<file path="src/rtl/uart_pkg.sv">
// Shared definitions for the UART transmit/receive pair.
package uart_pkg;

    typedef enum logic [1:0] {
        IDLE  = 2'd0,
        START = 2'd1,
        DATA  = 2'd2,
        STOP  = 2'd3
    } uart_state_t;

    function automatic int baud_divide(input int main_clk, input int baud);
        return main_clk / baud;
    endfunction

endpackage

</file>
<file path="src/rtl/uart_sync2.sv">
// Two-flop synchronizer for a single asynchronous input bit.
module uart_sync2 #(
    parameter logic RESET_VAL = 1'b1
) (
    input  logic clk,
    input  logic rst,
    input  logic d,
    output logic q
);

    logic meta;

    always_ff @(posedge clk) begin
        if (rst) begin
            meta <= RESET_VAL;
            q    <= RESET_VAL;
        end else begin
            meta <= d;
            q    <= meta;
        end
    end

endmodule

</file>
<file path="src/rtl/uart_rx.sv">
// 8N1 UART receiver: oversampled rx line, centre sampling, valid/ready byte output
// with single-cycle framing-error and overrun pulses.
module uart_rx
    import uart_pkg::*;
#(
    parameter int MAIN_CLK = 100000000,
    parameter int BAUD     = 115200
) (
    input  logic       clk,
    input  logic       rst,
    input  logic       rx,
    output logic [7:0] data_out,
    output logic       data_out_valid,
    input  logic       data_out_ready,
    output logic       frame_err,
    output logic       overrun
);

    localparam int BAUD_DIVIDE = baud_divide(MAIN_CLK, BAUD);
    localparam int HALF_DIVIDE = BAUD_DIVIDE / 2;
    localparam int DIV_W       = $clog2(BAUD_DIVIDE + 1);

    localparam logic [DIV_W-1:0] HALF_CNT = DIV_W'(HALF_DIVIDE);
    // div is cleared on the sample cycle itself, so successive samples sit
    // exactly BAUD_DIVIDE clocks apart when the compare is at BAUD_DIVIDE-1.
    localparam logic [DIV_W-1:0] BIT_CNT  = DIV_W'(BAUD_DIVIDE - 1);

    uart_state_t      state;
    uart_state_t      next_state;
    logic             rx_sync;
    logic             rx_prev;
    logic [DIV_W-1:0] div;
    logic [2:0]       bit_idx;
    logic [7:0]       shift;
    logic             fall;
    logic             half_hit;
    logic             bit_hit;
    logic             stop_sample;

    uart_sync2 #(.RESET_VAL(1'b1)) u_sync (
        .clk (clk),
        .rst (rst),
        .d   (rx),
        .q   (rx_sync)
    );

    assign fall        = rx_prev & ~rx_sync;
    assign half_hit    = (div == HALF_CNT);
    assign bit_hit     = (div == BIT_CNT);
    assign stop_sample = (state == STOP) && bit_hit;

    always_ff @(posedge clk) begin
        if (rst) begin
            state <= IDLE;
        end else begin
            state <= next_state;
        end
    end

    always_comb begin
        next_state = state;
        case (state)
            IDLE:    if (fall) next_state = START;
            START:   if (half_hit) next_state = rx_sync ? IDLE : DATA;
            DATA:    if (bit_hit && bit_idx == 3'd7) next_state = STOP;
            STOP:    if (bit_hit) next_state = IDLE;
            default: next_state = IDLE;
        endcase
    end

    always_ff @(posedge clk) begin
        if (rst) begin
            rx_prev        <= 1'b1;
            div            <= '0;
            bit_idx        <= '0;
            shift          <= '0;
            data_out       <= '0;
            data_out_valid <= 1'b0;
            frame_err      <= 1'b0;
            overrun        <= 1'b0;
        end else begin
            rx_prev   <= rx_sync;
            frame_err <= 1'b0;
            overrun   <= 1'b0;

            if (state != next_state || (state == DATA && bit_hit)) begin
                div <= '0;
            end else begin
                div <= div + 1'b1;
            end

            if (state == START) begin
                bit_idx <= '0;
            end else if (state == DATA && bit_hit) begin
                shift   <= {rx_sync, shift[7:1]};
                bit_idx <= bit_idx + 1'b1;
            end

            // A pending byte being consumed this edge frees the buffer for the new one.
            if (stop_sample && rx_sync && (!data_out_valid || data_out_ready)) begin
                data_out       <= shift;
                data_out_valid <= 1'b1;
            end else if (data_out_valid && data_out_ready) begin
                data_out_valid <= 1'b0;
            end

            if (stop_sample && !rx_sync) begin
                frame_err <= 1'b1;
            end
            if (stop_sample && rx_sync && data_out_valid && !data_out_ready) begin
                overrun <= 1'b1;
            end
        end
    end

endmodule

</file>
<file path="config.mk">
export PLATFORM = sky130hd
export DESIGN_NAME = uart_rx
export DESIGN_NICKNAME = d
export VERILOG_FILES = /design/src/rtl/uart_pkg.sv /design/src/rtl/uart_sync2.sv /design/src/rtl/uart_rx.sv
export SDC_FILE = /design/constraint.sdc
export NUM_CORES = 1
export LEC_CHECK = 0
export BUFFER_PORTS_ARGS = -buffer_cell sky130_fd_sc_hd__buf_2
export CORE_MARGIN = 5
export CORE_UTILIZATION = 52
export DETAILED_ROUTE_END_ITERATION = 10
export PLACE_DENSITY = 0.74
export SYNTH_ARGS = -nofsm -noshare
export SYNTH_HDL_FRONTEND = slang
export SYNTH_HIERARCHICAL = 1
export SYNTH_SLANG_ARGS = --single-unit
</file>
<file path="constraint.sdc">
create_clock -name clk -period 1.6 [get_ports clk]
set_input_delay 0.24 -clock clk [delete_from_list [all_inputs] [get_ports clk]]
set_output_delay 0.24 -clock clk [all_outputs]
set_load 0.01 [all_outputs]
</file>
==> impl_metrics.tcl <==
set metrics [dict create \
    status "finished with violations" \
    failed_checks "negative setup slack" \
    cp-end-kind "register" \
    synth_cell_types 37 \
    drv_cap 0 \
    gp_congestion 0.834 \
    die_w_um 66.3 \
    min_from "rx" \
    die_h_um 66.3 \
    post_drt_wl_per_cell_um 13.0 \
    use_met3_pct 4.08 \
    ant_nets 0 \
    grt.busiest_layer "met2" \
    design.core.area_um2 3050 \
    fin_area_um2 2070 \
    cp.required_ns 1.82 \
    place_hpwl_mm 2.30 \
    clock_power_share_pct 30.1 \
    syn_area_um2 1650 \
    p_sw_mw 0.346 \
    grt_use_met2_pct 27.9 \
    rsz0062_at_grt "true" \
    synth_edf_count 0 \
    drv_slew 0 \
    slowest_stage "dfxtp_2" \
    grt.overflow.total 0 \
    cp.arrival_ns 1.82 \
    placed_area_um2 1890 \
    io_pins 15 \
    p_leak_nw 0.912 \
    sw_frac_of_total_pct 23.1 \
    clockBufferDepth 2 \
    start_kind "register" \
    p_int_mw 1.15 \
    fin_ws_ns -0.00550 \
    vdd_ir_drop_max_v 0.000623 \
    viasPerCell 5.03 \
    cts_buffers 5 \
    skew_ns 0.00957 \
    antenna_found_initial 0 \
    vias 1248 \
    worst-path-buf-inv 3 \
    syn_nets 175 \
    regArea_um2 746 \
    seq_area_frac_synth_pct 45.0 \
    critPathTopFamily "buffers and inverters" \
    hold_viol_final 0 \
    synth_ff_type "dfxtp_1" \
    fin_crit_sh_pct 100 \
    reg2reg_from "div[0]" \
    clock_sinks 37 \
    worstSetupPathType "register to register" \
    first_iter_violations 76 \
    tritoncts "done" \
    grt_pass1_vias 1238 \
    r2r_slack_ns -0.006 \
    rows 20 \
    clk_latency_ns 0.32 \
    synthCells 167 \
    fmax_mhz 623 \
    dr.pass1.iters 4 \
    final_common_cell "dfxtp_1" \
    htreeDepth 2 \
    utilization_pct 67.9 \
    crit_path_frequent_cell "buf_6" \
    finalCriticalPeriod_ns 1.61 \
    sequentialPowerShare_pct 63.2 \
    cts.clk_slew.worst_paths_ns 0.10 \
    start_util_pct 53.9 \
    hold_class "input pin to register" \
    finalSetupViolations 2 \
    port_buffers 14 \
    grt_start_max_net_pins 23 \
    whs_path_depth 2 \
    crit_fanout 5 \
    grt_first_pass_wirelength_mm 5.51 \
    use_met1_pct 19.6 \
    insertedDiodeCount 0 \
    mostFrequentLayoutCells "dfxtp_1 (35), nand2b_1 (19), buf_4 (18)" \
    grt.total_usage_pct 16.2 \
    die-area_um2 4390 \
    relSlewSlack_pct 76.2 \
    r2r-end "div[6]" \
    root_buffer "clkbuf_4" \
    worstMarginPinSlew_ns 0.354 \
    drive_gt1_share_pct 34.8 \
    multiInputGateArea_um2 947 \
    syn_avg_cell_area_um2 9.85 \
    fillCellCount 246 \
    crit_path_cell_trace "ha_4 > and3b_2 > buf_6 > nand4_1 > buf_4 > o211ai_4 > buf_6 > nor2_2" \
    fin_nets 211 \
    power_density_nw_per_um2 721 \
    synth_seq_cells 37 \
    hold_path_end "u_sync/meta" \
    async_flop_share_pct 0 \
    drc_errors 0 \
    reg2reg_depth 8 \
    yosys_warnings 6 \
    ctsHoldBuffers 0 \
    comb_power_share_pct 6.7 \
    slowest_delay_ns 0.37 \
    area_growth_pct 26.0 \
    wl_mm 3.23 \
]
==> layer usage <==
layer / wire length [um] / vias to the layer above
li1: - / 651
met1: 1420 / 582
met2: 1700 / 13
met3: 85 / 2
met4: 19 / 0
met5: 0 / -
==> sequential cells by signal, summed over array words and instances (netlist names) <==
name and cells:
bit_idx 3, data_out 8, data_out_valid 1, div 10
frame_err 1, overrun 1, rx_prev 1, shift 8
state 2, u_sync/meta 1, u_sync/q 1
==> power by group through the flow <==
| stage | Sequential, mW | Combinational [mW] | Clock [mW] |
|---|---|---|---|
| after floorplan | 0.967 | 0.0463 | 0 |
| after CTS | 0.945 | 0.0809 | 0.471 |
| final | 0.945 | 0.100 | 0.450 |
| after global routing | 0.947 | 0.111 | 0.520 |
| after detailed placement | 0.966 | 0.0804 | 0 |
| after global placement | 0.965 | 0.0775 | 0 |
==> worst max path at each step <==
stage | start | cells past startpoint | endpoint | slack (ns)
finish | div[0] | 8 | div[6] | -0.006
global route | div[0] | 8 | div[7] | -0.06
CTS | div[1] | 6 | data_out[7] | 0.0007
detailed placement | div[1] | 5 | data_out[1] | -0.02
global placement | div[1] | 5 | data_out[1] | 0.03
floorplan | div[1] | 6 | data_out[0] | 0.009
==> cell type report <==
type                            count  share of cell area [%]
Timing Repair Buffer               36                    12.5
Clock inverter                      2                   0.483
Clock buffer                        6                    1.99
Sequential cell                    37                    36.0
Tap cell                           44                    2.66
Multi-Input combinational cell    119                    45.7
Inverter                            4                   0.724
==> stage by stage <==
step | hold slack (ns) | power [mW] | instances | setup WS, ns | TNS [ns]
3_5_place_dp | 0.399 | 1.05 | 235 | -0.0247 | -0.0937
4_1_cts | 0.0791 | 1.50 | 245 | 0.000701 | 0
2_1_floorplan | 0.337 | 1.01 | 167 | 0.00898 | 0
5_1_grt | 0.0801 | 1.58 | 248 | -0.0633 | -0.504
6_report | 0.0969 | 1.50 | 248 | -0.00550 | -0.00864
3_3_place_gp | 0.391 | 1.04 | 235 | 0.0288 | 0
==> cell usage after synthesis (3+ instances only) <==
master | number | area (um2)
a31oi_1 | 4 | 25.0
clkbuf_1 | 3 | 11.3
dfxtp_1 | 37 | 741
ha_1 | 4 | 50.1
inv_1 | 4 | 15.0
mux2i_1 | 17 | 170
nand2b_1 | 19 | 119
nand3_1 | 5 | 25.0
nand4_1 | 5 | 31.3
nor2_1 | 19 | 71.3
nor2b_1 | 5 | 31.3
nor3_1 | 3 | 15.0
o21ai_0 | 3 | 15.0
o32ai_1 | 3 | 26.3
xor2_1 | 7 | 61.3
==> timing repair <==
item                                    CTS  global route
endpoints found under the setup margin    8            16
setup buffers                             2             2
resized for setup                         2            21
pin swaps                                 0             9
cloned                                    0             1
==> worst reg2reg max path: stages (launching register included) <==
cell and delay (ns):
dfxtp_2 0.37, ha_4 0.13, and3b_2 0.23, buf_6 0.11, nand4_1 0.16, buf_4 0.20, o211ai_4 0.08, buf_6 0.17
nor2_2 0.05
==> cell families (layout without fill, tap and decap cells) <==
kind of cell / Yosys count / in the layout / share of synthesized area (%)
DFF: 37 / 37 / 45.0
xor gates and xnor gates: 8 / 8 / 4.26
muxes: 17 / 17 / 10.3
and+or+nand+nor: 75 / 75 / 27.8
adders and majority gates: 4 / 4 / 3.04
buffers and inverters: 11 / 48 / 3.12
AOI/OAI and AO/OA: 15 / 15 / 6.39
(Power assumes the default switching activity.)
